$ cat src/rtl/adder_if_pkg.sv
// Shared types for the adder issuer: issue FSM states, FIFO count width
// helper and the {carry, sum} result payload.
package adder_if_pkg;

    // Default operand width; the result payload below is sized from it.
    localparam int unsigned DWIDTH_DEF = 8;

    typedef enum logic [1:0] {
        IDLE  = 2'd0,
        ISSUE = 2'd1,
        GUARD = 2'd2
    } issue_state_e;

    // Width of a 0..depth occupancy counter.
    function automatic int unsigned cnt_w(input int unsigned depth);
        return $clog2(depth) + 1;
    endfunction

    // Adder return payload, packed as {carry, sum}.
    typedef struct packed {
        logic                  carry;
        logic [DWIDTH_DEF-1:0] sum;
    } result_t;

endpackage

$ cat src/rtl/sync_fifo.sv
// Synchronous FIFO, registered head (no fall-through), registered flags.
// Ports:
//   clk, rstn     clock, async active-low reset (clears storage too)
//   push, din     write request / data (ignored when full unless popping)
//   pop           read request (ignored when empty)
//   dout          current head entry
//   full, empty   registered occupancy flags
//   count         number of stored entries, 0..DEPTH
module sync_fifo
    import adder_if_pkg::*;
#(
    parameter int unsigned WIDTH = 8,
    parameter int unsigned DEPTH = 4
) (
    input  logic                    clk,
    input  logic                    rstn,
    input  logic                    push,
    input  logic                    pop,
    input  logic [WIDTH-1:0]        din,
    output logic [WIDTH-1:0]        dout,
    output logic                    full,
    output logic                    empty,
    output logic [cnt_w(DEPTH)-1:0] count
);

    localparam int unsigned AW = $clog2(DEPTH);
    localparam int unsigned CW = cnt_w(DEPTH);

    logic [WIDTH-1:0] r_mem [DEPTH];
    logic [AW-1:0]    r_wr_ptr;
    logic [AW-1:0]    r_rd_ptr;
    logic [CW-1:0]    r_count;
    logic             r_full;
    logic             r_empty;

    logic             w_do_push;
    logic             w_do_pop;
    logic [CW-1:0]    w_count_nxt;

    // A pop frees a slot in the same cycle, so push-while-full is allowed then.
    assign w_do_pop  = pop && !r_empty;
    assign w_do_push = push && (!r_full || w_do_pop);

    // Next occupancy.
    always_comb begin
        w_count_nxt = r_count;
        case ({w_do_push, w_do_pop})
            2'b10:   w_count_nxt = r_count + CW'(1);
            2'b01:   w_count_nxt = r_count - CW'(1);
            default: w_count_nxt = r_count;
        endcase
    end

    // Storage, pointers and flags.
    always_ff @(posedge clk or negedge rstn) begin
        if (!rstn) begin
            for (int unsigned i = 0; i < DEPTH; i++) begin
                r_mem[i] <= '0;
            end
            r_wr_ptr <= '0;
            r_rd_ptr <= '0;
            r_count  <= '0;
            r_full   <= 1'b0;
            r_empty  <= 1'b1;
        end else begin
            if (w_do_push) begin
                r_mem[r_wr_ptr] <= din;
                r_wr_ptr        <= r_wr_ptr + AW'(1);
            end
            if (w_do_pop) begin
                r_rd_ptr <= r_rd_ptr + AW'(1);
            end
            r_count <= w_count_nxt;
            r_full  <= (w_count_nxt == CW'(DEPTH));
            r_empty <= (w_count_nxt == '0);
        end
    end

    assign dout  = r_mem[r_rd_ptr];
    assign full  = r_full;
    assign empty = r_empty;
    assign count = r_count;

endmodule

$ cat src/rtl/adder_issuer.sv
// Initiator-side front end for the adder_wrapper ivalid/busy/ovalid port.
// Buffers operand pairs, issues one pair at a time when the adder is idle
// and result space is reserved, and returns {carry,sum} in request order.
// Ports:
//   clk, rstn                   clock, async active-low reset
//   s_valid/s_ready/s_a/s_b     operand request stream (s_ready registered)
//   a_in1/a_in2/a_ivalid        issue side towards the adder (registered)
//   a_busy/a_sum/a_carry/a_ovalid  adder status and return
//   m_valid/m_ready/m_sum       in-order result stream
//   inflight                    issued but not yet returned requests
//   err_spurious                sticky flag for ovalid with nothing in flight
module adder_issuer
    import adder_if_pkg::*;
#(
    parameter int unsigned DWIDTH = DWIDTH_DEF,
    parameter int unsigned DEPTH  = 4
) (
    input  logic                    clk,
    input  logic                    rstn,
    input  logic                    s_valid,
    output logic                    s_ready,
    input  logic [DWIDTH-1:0]       s_a,
    input  logic [DWIDTH-1:0]       s_b,
    output logic [DWIDTH-1:0]       a_in1,
    output logic [DWIDTH-1:0]       a_in2,
    output logic                    a_ivalid,
    input  logic                    a_busy,
    input  logic [DWIDTH-1:0]       a_sum,
    input  logic                    a_carry,
    input  logic                    a_ovalid,
    output logic                    m_valid,
    input  logic                    m_ready,
    output logic [DWIDTH:0]         m_sum,
    output logic [cnt_w(DEPTH)-1:0] inflight,
    output logic                    err_spurious
);

    localparam int unsigned CW = cnt_w(DEPTH);
    localparam int unsigned UW = CW + 1;
    localparam int unsigned QW = 2 * DWIDTH;
    localparam int unsigned RW = DWIDTH + 1;

    issue_state_e      r_state;
    logic              r_s_ready;
    logic              r_a_ivalid;
    logic [DWIDTH-1:0] r_a_in1;
    logic [DWIDTH-1:0] r_a_in2;
    logic [CW-1:0]     r_inflight;
    logic              r_err;

    logic [QW-1:0]     w_req_head;
    logic              w_req_full;
    logic              w_req_empty;
    logic [CW-1:0]     w_req_count;
    logic              w_req_push;
    logic [UW-1:0]     w_req_cnt_nxt;

    logic [RW-1:0]     w_res_head;
    logic              w_res_full;
    logic              w_res_empty;
    logic [CW-1:0]     w_res_count;
    logic              w_res_push;
    logic              w_res_pop;
    result_t           w_ret;

    logic [UW-1:0]     w_used;
    logic              w_credit_ok;
    logic              w_issue;
    logic              w_ret_ok;
    logic              w_spur;

    // Request side: accept only against the registered ready.
    assign w_req_push = s_valid && r_s_ready && !w_req_full;

    sync_fifo #(
        .WIDTH (QW),
        .DEPTH (DEPTH)
    ) u_req_fifo (
        .clk   (clk),
        .rstn  (rstn),
        .push  (w_req_push),
        .pop   (w_issue),
        .din   ({s_a, s_b}),
        .dout  (w_req_head),
        .full  (w_req_full),
        .empty (w_req_empty),
        .count (w_req_count)
    );

    // Ready reflects next-cycle fullness so a push never targets a full FIFO.
    assign w_req_cnt_nxt = UW'(w_req_count) + UW'(w_req_push) - UW'(w_issue);

    always_ff @(posedge clk or negedge rstn) begin
        if (!rstn) begin
            r_s_ready <= 1'b0;
        end else begin
            r_s_ready <= (w_req_cnt_nxt != UW'(DEPTH));
        end
    end

    // Every in-flight request owns a result slot: issue only while one is free.
    assign w_used      = UW'(r_inflight) + UW'(w_res_count);
    assign w_credit_ok = (w_used < UW'(DEPTH));

    assign w_issue = (r_state == IDLE) && !w_req_empty && !a_busy && w_credit_ok;

    // Issue FSM: one ivalid cycle, then a guard cycle while the adder's
    // registered busy comes up.
    always_ff @(posedge clk or negedge rstn) begin
        if (!rstn) begin
            r_state    <= IDLE;
            r_a_ivalid <= 1'b0;
            r_a_in1    <= '0;
            r_a_in2    <= '0;
        end else begin
            r_a_ivalid <= 1'b0;
            case (r_state)
                IDLE: begin
                    if (w_issue) begin
                        r_state    <= ISSUE;
                        r_a_ivalid <= 1'b1;
                        r_a_in1    <= w_req_head[QW-1:DWIDTH];
                        r_a_in2    <= w_req_head[DWIDTH-1:0];
                    end
                end
                ISSUE:   r_state <= GUARD;
                GUARD:   r_state <= IDLE;
                default: r_state <= IDLE;
            endcase
        end
    end

    // Returns are matched to in-flight requests by order; extras are dropped.
    assign w_ret_ok = a_ovalid && (r_inflight != '0);
    assign w_spur   = a_ovalid && (r_inflight == '0);

    always_ff @(posedge clk or negedge rstn) begin
        if (!rstn) begin
            r_inflight <= '0;
            r_err      <= 1'b0;
        end else begin
            case ({w_issue, w_ret_ok})
                2'b10:   r_inflight <= r_inflight + CW'(1);
                2'b01:   r_inflight <= r_inflight - CW'(1);
                default: r_inflight <= r_inflight;
            endcase
            if (w_spur) begin
                r_err <= 1'b1;
            end
        end
    end

    // Result side.
    assign w_ret      = '{carry: a_carry, sum: a_sum};
    assign w_res_push = w_ret_ok && !w_res_full;
    assign w_res_pop  = !w_res_empty && m_ready;

    sync_fifo #(
        .WIDTH (RW),
        .DEPTH (DEPTH)
    ) u_res_fifo (
        .clk   (clk),
        .rstn  (rstn),
        .push  (w_res_push),
        .pop   (w_res_pop),
        .din   (w_ret),
        .dout  (w_res_head),
        .full  (w_res_full),
        .empty (w_res_empty),
        .count (w_res_count)
    );

    assign s_ready      = r_s_ready;
    assign a_in1        = r_a_in1;
    assign a_in2        = r_a_in2;
    assign a_ivalid     = r_a_ivalid;
    assign m_valid      = !w_res_empty;
    assign m_sum        = w_res_head;
    assign inflight     = r_inflight;
    assign err_spurious = r_err;

endmodule

$ cat config.mk
export PLATFORM = sky130hd
export DESIGN_NAME = adder_issuer
export DESIGN_NICKNAME = d
export VERILOG_FILES = /design/src/rtl/adder_if_pkg.sv /design/src/rtl/sync_fifo.sv /design/src/rtl/adder_issuer.sv
export SDC_FILE = /design/constraint.sdc
export NUM_CORES = 1
export LEC_CHECK = 0
export BUFFER_PORTS_ARGS = -buffer_cell sky130_fd_sc_hd__clkbuf_2
export CORE_MARGIN = 2
export CORE_UTILIZATION = 60
export DETAILED_ROUTE_END_ITERATION = 10
export MAX_ROUTING_LAYER = met4
export PLACE_DENSITY = 0.81
export SYNTH_ARGS = -nofsm -noshare
export SYNTH_HDL_FRONTEND = slang
export SYNTH_SLANG_ARGS = --single-unit
$ cat constraint.sdc
create_clock -name clk -period 8.3 [get_ports clk]
set_clock_uncertainty 0.05 [all_clocks]
set_input_delay 1.245 -clock clk [delete_from_list [all_inputs] [get_ports clk]]
set_output_delay 1.245 -clock clk [all_outputs]
set_load 0.05 [all_outputs]
==> results of run 1 <==
-- layout by cell type, fill, tap and decap left out, types with 2 or more instances in the layout --
master,count
a21oi_1,4
bufinv_16,3
clkbuf_16,16
clkbuf_2,61
clkbuf_8,3
clkinv_2,2
clkinv_4,2
clkinvlp_4,6
dfrtp_1,140
dfstp_2,2
fa_1,4
ha_1,17
inv_1,22
mux2_2,109
mux2_4,9
mux4_1,8
mux4_2,17
nand2_1,4
nand2_2,4
nand3_4,4
nor2_1,2
nor2b_1,4
nor3_1,7
nor3b_1,2
o21a_1,2
o21ai_0,2
o21ba_2,2
or2_2,2
xnor2_1,9
xor2_1,5
-- critical path: stages, from the launching register on --
cell	delay (ns)
dfrtp_1	0.79
mux4_2	0.61
clkbuf_2	0.26
-- registers in the layout, indices dropped and copies added (netlist names), 2 cells and up --
signal	cells
u_req_fifo.r_mem	64
u_res_fifo.r_mem	36
a_in1	8
a_in2	8
inflight	3
u_req_fifo.count	3
u_res_fifo.count	3
r_state	2
u_req_fifo.r_rd_ptr	2
u_req_fifo.r_wr_ptr	2
u_res_fifo.r_rd_ptr	2
u_res_fifo.r_wr_ptr	2
-- metal layers --
layer,part of all wire,routed length (um),vias up,GRT usage
li1,-,-,1607,-
met1,0.43,5040,1848,0.271
met2,0.52,6120,67,0.388
met3,0.034,407,20,0.0530
met4,0.023,271,0,0.104
met5,0,0,-,-
-- cells by family (layout without fill, tap and decap cells) --
| group | Yosys count | in the layout | synth area share |
|---|---|---|---|
| muxes | 144 | 144 | 0.302 |
| xor gates and xnor gates | 14 | 14 | 0.0189 |
| adders and majority gates | 21 | 21 | 0.0450 |
| DFF | 142 | 142 | 0.547 |
| buffers and inverters | 37 | 118 | 0.0320 |
| and+or+nand+nor | 37 | 37 | 0.0423 |
| AOI/OAI and AO/OA | 12 | 12 | 0.0123 |
-- per-stage QoR --
stage | power, uW | setup slack, ns | instance area (sq um) | hold slack, ns
floorplan | 2560 | 4.97 | 6500 | 0.411
global placement | 2790 | 4.73 | 6880 | 0.410
detailed placement | 2880 | 4.57 | 6880 | 0.436
CTS | 3670 | 4.79 | 7490 | 0.449
global route | 3840 | 4.72 | 7490 | 0.458
finish | 3630 | 4.82 | 7490 | 0.444
-- final cells by class --
type,count,share of cell area
Clock buffer,19,0.0590
Sequential cell,142,0.475
Timing Repair Buffer,63,0.0433
Clock inverter,13,0.0217
Multi-Input combinational cell,228,0.365
Inverter,23,0.0122
Tap cell,140,0.0234
-- worst min-delay path by stage --
stage          slack, ns  cells past startpoint                   end
3_3_place_gp        0.41                      1          err_spurious
4_1_cts             0.45                      1            r_state[1]
5_1_grt             0.46                      1  u_req_fifo.r_mem[44]
6_report            0.44                      1            r_state[1]
2_1_floorplan       0.41                      1            r_state[1]
3_5_place_dp        0.44                      1  u_req_fifo.r_mem[44]
-- power by group --
| group | internal [uW] | switching [uW] | total, uW |
|---|---|---|---|
| Sequential | 1050 | 264 | 1310 |
| Combinational | 747 | 802 | 1550 |
| Clock | 474 | 295 | 769 |
| Total | 2270 | 1360 | 3630 |
==> impl_metrics.yaml, run 1 <==
run_status:
  run_status: "finished clean"
final_layout:
  fin_util: 0.700
  final_cells: 628
  fill_cells: 711
  area_delta_synth_final_pct: 15.2
  diodes: 0
  multi_input_area_sq_um: 2740
  regArea_sq_um: 3560
  fin_nets: 527
  layout-drive-gt1-share: 0.506
synthesis:
  yosys.area.top_type: "dfrtp_1"
  synth-edff-count: 0
  avgSynthCellArea_sq_um: 16.0
  synth.top_cell.area_share: 0.539
  synth_ff_type: "dfrtp_1"
  ys_seq_elements: 142
  synthTopCellsByArea: "dfrtp_1, mux2_2, mux4_2, ha_1, mux4_1"
  synth.cell_area_sq_um: 6500
  synth_common_cells: "dfrtp_1, mux2_2, inv_1, ha_1, mux4_2"
  synthArstFlopShare: 1.00
  seq_area_frac_synth: 0.547
  yosysWarnings: 0
  synthCells: 407
  synth_most_common_cell: "dfrtp_1"
  syn_nets: 459
  synth_cell_types: 40
sta:
  final_hold_viol_count: 0
  setup_viol: 0
  slew_viol_final: 0
  max_slew_margin: 0.264
  grt_setup_unrepaired: "no"
  max_freq_mhz: 288
  post-route-period-util: 0.419
  layout_min_cycle_time_ns: 3.48
  worst_pin_slew_ns: 1.10
  finalSetupTns_ns: 0
detailed_routing:
  route.detailed.drc: 0
  viasPerCell: 5.64
  wl_per_cell_um: 18.8
  wirelength_um: 11800
  first_pass_iters: 4
  antenna_left: 0
  drt_iter0_markers: 121
  num_vias: 3542
global_route:
  grt_pass1_vias: 3844
  grt_overflow: 0
  grt_pass1_wl_um: 19300
  antenna_found_initial: 0
  grt_max_degree: 84
  grt.total_usage: 0.233
worst_setup_path:
  crit_path_end_kind: "primary output"
  critPathKind: "reg2out"
  start_kind: "flip-flop"
  rr_worst_depth: 12
  r2r_end: "s_ready"
  cp_data_arrival_time_ns: 2.18
  startpoint: "u_res_fifo.r_rd_ptr[0]"
  crit_fanout: 11
  crit_end: "m_sum[0]"
  reg2reg_slack_ns: 5.28
  r2r_start: "inflight[2]"
  worstPathRequired_ns: 7.01
floorplanning:
  start_util: 0.608
  ios: 63
  fp.coreArea_sq_um: 10700
  dieArea_sq_um: 11700
  rows: 38
  die_h_um: 108
  die_x_um: 108
clock_tree:
  cts_resized: 0
  numCtsBuffers: 17
  clock_latency_ns: 0.53
  cts_tree: "done"
  clockBufferDepth: 2
  cts.hold.buffers_added: 0
  cts.sinks: 142
  root_buffer: "clkbuf_8"
  clkTransAtPathRegs_ns: 0.06
  cts_max_level: 4
  post_cts_buffers: 0
placed_design:
  dp_hpwl_um: 7680
  dp.cells: 596
  port_buffers: 62
  gp_congestion: 0.761
power_and_ir_drop:
  p_leak_uw: 0.00339
  ir_drop_uv: 323
  power_density_nw_per_um2: 485
worst_hold_path:
  worstHoldStart: "r_state[1]"
  min_path_type: "reg2reg"
job:
  cap_violations: 0
No activity file was read; power rests on OpenSTA's default activity.
==> inputs of run 2 (changes only) <==
--- a/config.mk
+++ b/config.mk
@@ -7,10 +7,10 @@
 export LEC_CHECK = 0
 export BUFFER_PORTS_ARGS = -buffer_cell sky130_fd_sc_hd__clkbuf_2
 export CORE_MARGIN = 2
-export CORE_UTILIZATION = 60
+export CORE_UTILIZATION = 53
 export DETAILED_ROUTE_END_ITERATION = 10
 export MAX_ROUTING_LAYER = met4
-export PLACE_DENSITY = 0.81
+export PLACE_DENSITY = 0.75
 export SYNTH_ARGS = -nofsm -noshare
 export SYNTH_HDL_FRONTEND = slang
 export SYNTH_SLANG_ARGS = --single-unit
==> constraint.sdc (replaced) <==
create_clock -name clk -period 2.9 [get_ports clk]
set_clock_uncertainty 0.05 [all_clocks]
set_input_delay 0.435 -clock clk [delete_from_list [all_inputs] [get_ports clk]]
set_output_delay 0.435 -clock clk [all_outputs]
set_load 0.05 [all_outputs]
==> impl_metrics.yaml, run 2 (same netlist as run 1, synthesis figures left out) <==
clock_tree:
  cts.sinks: 142
  numCtsBuffers: 17
  cts_max_level: 4
  clock_latency_ns: 0.42
  clockBufferDepth: 2
  clkTransAtPathRegs_ns: 0.05
  cts_tree: "done"
  root_buffer: "clkbuf_16"
floorplanning:
  fp.coreArea_sq_um: 12000
  die_x_um: 115
  start_util: 0.541
  ios: 63
  die_h_um: 115
  dieArea_sq_um: 13200
  rows: 40
final_layout:
  final_cell_mix: "dfrtp_1, mux2_2, clkbuf_2, inv_1"
  regArea_sq_um: 3560
  layout-drive-gt1-share: 0.498
  final_cells: 643
  fill_cells: 914
  reg.largest.list: "u_req_fifo.r_mem x64, u_res_fifo.r_mem x36"
  final_common_cell: "dfrtp_1"
  largest_register_ffs: 64
  area_delta_synth_final_pct: 15.0
  fin_util: 0.623
  diodes: 0
  fin_nets: 535
  multi_input_area_sq_um: 2740
  regMostFlops: "u_req_fifo.r_mem"
detailed_routing:
  first_pass_iters: 6
  wirelength_um: 11600
  viasPerCell: 5.56
  antenna_left: 0
  drt_iter0_markers: 118
  num_vias: 3574
  route.detailed.drc: 0
  wl_per_cell_um: 18.0
global_route:
  grt_max_degree: 65
  grt.total_usage: 0.204
  grt_pass1_wl_um: 19500
  grt_pass1_vias: 3853
  grt_overflow: 0
  antenna_found_initial: 0
sta:
  post-route-period-util: 0.951
  max_freq_mhz: 363
  max_slew_margin: 0.402
  grt_setup_unrepaired: "no"
  slew_viol_final: 0
  worst_pin_slew_ns: 0.898
  layout_min_cycle_time_ns: 2.76
  finalSetupTns_ns: 0
  final_hold_viol_count: 0
  setup_viol: 0
placed_design:
  dp_hpwl_um: 7690
  gp_congestion: 0.787
  port_buffers: 62
  dp.cells: 610
power_and_ir_drop:
  swShare: 0.374
  ir_drop_uv: 558
  pwr-share-comb: 0.450
  clkPwrFrac: 0.186
  p_leak_uw: 0.00340
  power.internal_uw: 6330
  power_frac_seq: 0.364
  switchingPower_uw: 3780
  power_density_nw_per_um2: 1350
job:
  cap_violations: 0
worst_setup_path:
  startpoint: "inflight[2]"
  crit_fanout: 6
  crit_path_end_kind: "flip-flop"
  critPathKind: "reg2reg"
  rr_worst_depth: 12
  start_kind: "flip-flop"
  r2r_start: "inflight[2]"
  worstPathRequired_ns: 3.13
  cp_data_arrival_time_ns: 2.99
run_status:
  run_status: "finished clean"
worst_hold_path:
  holdPathStages: 3
  min_path_type: "in2reg"
  worstHoldStart: "a_ovalid"
-- run 2: worst max-delay path, cell delays in order (launching register included) --
cell      delay, ns
dfrtp_2        0.42
ha_2           0.21
nor4_4         0.29
nand3_2        0.21
clkinv_4       0.08
ha_1           0.22
inv_1          0.06
ha_1           0.15
inv_1          0.05
fa_1           0.49
nand2b_1       0.08
nor3_1         0.20
mux2i_1        0.11
-- run 2: cell type report --
class | instances | share of cell area
timing repair buffer | 71 | 0.0534
clock buffer | 29 | 0.0656
tap | 147 | 0.0246
inverter | 23 | 0.0122
multi-input combinational | 228 | 0.366
clock inverter | 3 | 0.00201
sequential | 142 | 0.476
-- run 2: worst paths after layout --
path	end	slack, ns
worst max-delay path	s_ready	0.14
worst min-delay path	err_spurious	0.24
worst max register to register	s_ready	0.14
worst min register to register	r_state[1]	0.43
max in group asynchronous	u_res_fifo.empty	1.53
min in group asynchronous	u_req_fifo.r_wr_ptr[1]	0.52
-- run 2: through the flow --
step / hold WS [ns] / total power (uW) / instance area (sq um) / setup slack (ns)
floorplan: 0.0894 / 7340 / 6500 / 0.0221
global placement: 0.394 / 8090 / 6960 / 0.277
detailed placement: 0.396 / 8310 / 6960 / 0.138
CTS: 0.220 / 10200 / 7480 / 0.113
global route: 0.243 / 10700 / 7480 / 0.0142
finish: 0.239 / 10100 / 7480 / 0.143
-- run 2: power groups by stage --
stage,Combinational [uW],Sequential (uW),Clock (uW)
CTS,4630,3680,1930
global placement,4460,3630,0
detailed placement,4610,3700,0
finish,4550,3680,1880
floorplan,3430,3900,0
global route,4910,3810,2020
-- run 2: metal layers --
metal	global-route usage	up-vias	part of all wire
met2	0.339	61	0.53
li1	-	1632	-
met1	0.241	1865	0.42
met4	0.0795	0	0.014
met5	-	-	0
met3	0.0506	16	0.037
-- run 2: timing repair --
item	CTS	global route
resized for setup	0	0
hold endpoints to repair	57	0
buffers inserted	0	0
hold buffers	1	0
==> inputs of run 3 (changes only) <==
==> constraint.sdc (replaced) <==
create_clock -name clk -period 2.4 [get_ports clk]
set_clock_uncertainty 0.05 [all_clocks]
set_input_delay 0.36 -clock clk [delete_from_list [all_inputs] [get_ports clk]]
set_output_delay 0.36 -clock clk [all_outputs]
set_load 0.05 [all_outputs]
==> impl_metrics.yaml, run 3 (same netlist as run 1, synthesis figures left out) <==
final_layout:
  design_area_sq_um: 7990
  largest_register_ffs: 64
  layout-drive-gt1-share: 0.576
  fin_util: 0.665
  final_common_cell: "dfrtp_1"
  diodes: 0
  area_delta_synth_final_pct: 23.0
  final_cell_mix: "dfrtp_1, mux2_2, clkbuf_2, buf_4, inv_1"
  multi_input_area_sq_um: 2880
  fill_cells: 875
  regArea_sq_um: 3560
  regMostFlops: "u_req_fifo.r_mem"
  reg.largest.list: "u_req_fifo.r_mem x64, u_res_fifo.r_mem x36"
  fin_nets: 558
floorplanning:
  start_util: 0.541
  die_h_um: 115
  fp.coreArea_sq_um: 12000
  rows: 40
  die_x_um: 115
  dieArea_sq_um: 13200
  ios: 63
placed_design:
  placed_area_sq_um: 7160
  place_ws_ns: -0.258
  dp_hpwl_um: 7960
  gp_congestion: 0.747
  port_buffers: 62
power_and_ir_drop:
  ir_drop_uv: 1040
  p_leak_uw: 0.00362
  switchingPower_uw: 4910
  power_frac_seq: 0.318
  pwr-share-comb: 0.457
  swShare: 0.359
  power_density_nw_per_um2: 1710
  clkPwrFrac: 0.225
  power.internal_uw: 8780
worst_setup_path:
  cp_data_arrival_time_ns: 2.88
  rr_worst_depth: 12
  crit_buf_inv: 3
  reg2reg_slack_ns: -0.22
  start_kind: "flip-flop"
  critPathKind: "reg2reg"
  worstPathCellList: "ha_4, nor4_4, nand3_4, clkinv_4, ha_4, inv_4, ha_4, inv_2, fa_1, nand2b_1, nor3_2, mux2i_1"
  worstPathRequired_ns: 2.66
  cpMaxStageDelayCell: "fa_1"
  crit_top_cell: "ha_4"
  crit_path_end_kind: "flip-flop"
  slowest_delay_ns: 0.50
  crit_fanout: 2
  path_depth: 12
  cp_top_family: "adder cells"
clock_tree:
  clock_latency_ns: 0.43
  cts_tree: "done"
  clkTransAtPathRegs_ns: 0.06
  cts.sinks: 142
  numCtsBuffers: 17
  root_buffer: "clkbuf_16"
  clockBufferDepth: 2
  cts_max_level: 4
sta:
  post-route-period-util: 1.09
  worst_pin_slew_ns: 0.650
  max_freq_mhz: 382
  layout_min_cycle_time_ns: 2.62
  final_hold_viol_count: 0
  setup_ws_ns: -0.219
  slew_viol_final: 0
  setup_viol: 5
  grt_setup_unrepaired: "yes"
  max_slew_margin: 0.566
global_route:
  grt_pass1_wl_um: 20600
  grt_max_degree: 68
  grt.total_usage: 0.218
  grt_overflow: 0
  grt_pass1_vias: 4041
  antenna_found_initial: 0
detailed_routing:
  antenna_left: 0
  wirelength_um: 12500
  drt_iter0_markers: 167
  num_vias: 3699
  route.detailed.drc: 0
  first_pass_iters: 4
  wl_per_cell_um: 18.7
  viasPerCell: 5.55
run_status:
  violations: "setup timing"
  run_status: "finished with violations"
worst_hold_path:
  holdPathStages: 3
  min_path_type: "in2reg"
job:
  cap_violations: 0
-- run 3: cell count changes in the layout (fill, tap and decap cells not counted), moves of 2 or more --
| cell | change |
|---|---|
| buf_4 | +22 |
| clkbuf_1 | -9 |
| bufinv_16 | +7 |
| ha_1 | -6 |
| ha_4 | +5 |
| nor3_1 | -4 |
| nor3_2 | +4 |
| inv_1 | -3 |
| inv_2 | +2 |
| nand3_4 | +2 |
-- run 3: layer usage --
metal,vias to the layer above,track usage,wire length [um]
li1,1671,-,-
met5,-,-,0
met2,75,0.357,6520
met4,0,0.0859,198
met1,1934,0.261,5290
met3,19,0.0554,447
-- run 3: metrics by stage --
stage | hold slack, ns | instances | TNS, ns | total power, uW
5_1_grt | 0.161 | 666 | -1.37 | 14500
6_report | 0.157 | 666 | -0.798 | 13700
3_5_place_dp | 0.362 | 626 | -0.436 | 10300
2_1_floorplan | 0.0144 | 407 | -0.529 | 9000
3_3_place_gp | 0.350 | 626 | -0.126 | 10100
4_1_cts | 0.140 | 663 | -0.712 | 13700
-- run 3: worst paths after layout --
check | startpoint | endpoint
setup reg to reg | inflight[2] | s_ready
hold / removal | a_ovalid | err_spurious
max in group asynchronous | rstn | u_req_fifo.empty
min in group asynchronous | rstn | inflight[1]
setup / recovery | inflight[2] | s_ready
hold reg to reg | err_spurious | err_spurious
-- run 3: cell type report --
type / count / share of cell area
flip-flops and latches: 142 / 0.445
well taps: 147 / 0.0230
clock buffers: 20 / 0.0571
inverters: 23 / 0.0117
multi-input cells: 228 / 0.360
clock inverters: 12 / 0.0297
repair buffers: 94 / 0.0731
-- run 3: repair_timing --
item,4_1_cts,5_1_grt
pin swaps,7,11
hold endpoints to repair,62,0
buffers inserted,4,3
gates resized for setup,8,7
hold buffers,1,0
endpoints found under the setup margin,5,9
-- run 3: worst register-to-register path, cell delays in order, from the launching register on --
cell	delay, ns
dfrtp_2	0.42
ha_4	0.17
nor4_4	0.34
nand3_4	0.13
clkinv_4	0.07
ha_4	0.19
inv_4	0.06
ha_4	0.13
inv_2	0.03
fa_1	0.50
nand2b_1	0.12
nor3_2	0.19
mux2i_1	0.09
-- run 3: power groups by stage --
| stage | Sequential, uW | Clock (uW) | Combinational, uW |
|---|---|---|---|
| final | 4360 | 3080 | 6250 |
| after CTS | 4350 | 3140 | 6190 |
| after detailed placement | 4360 | 0 | 5980 |
| after global routing | 4500 | 3240 | 6730 |
| after floorplan | 4740 | 0 | 4260 |
| after global placement | 4260 | 0 | 5800 |
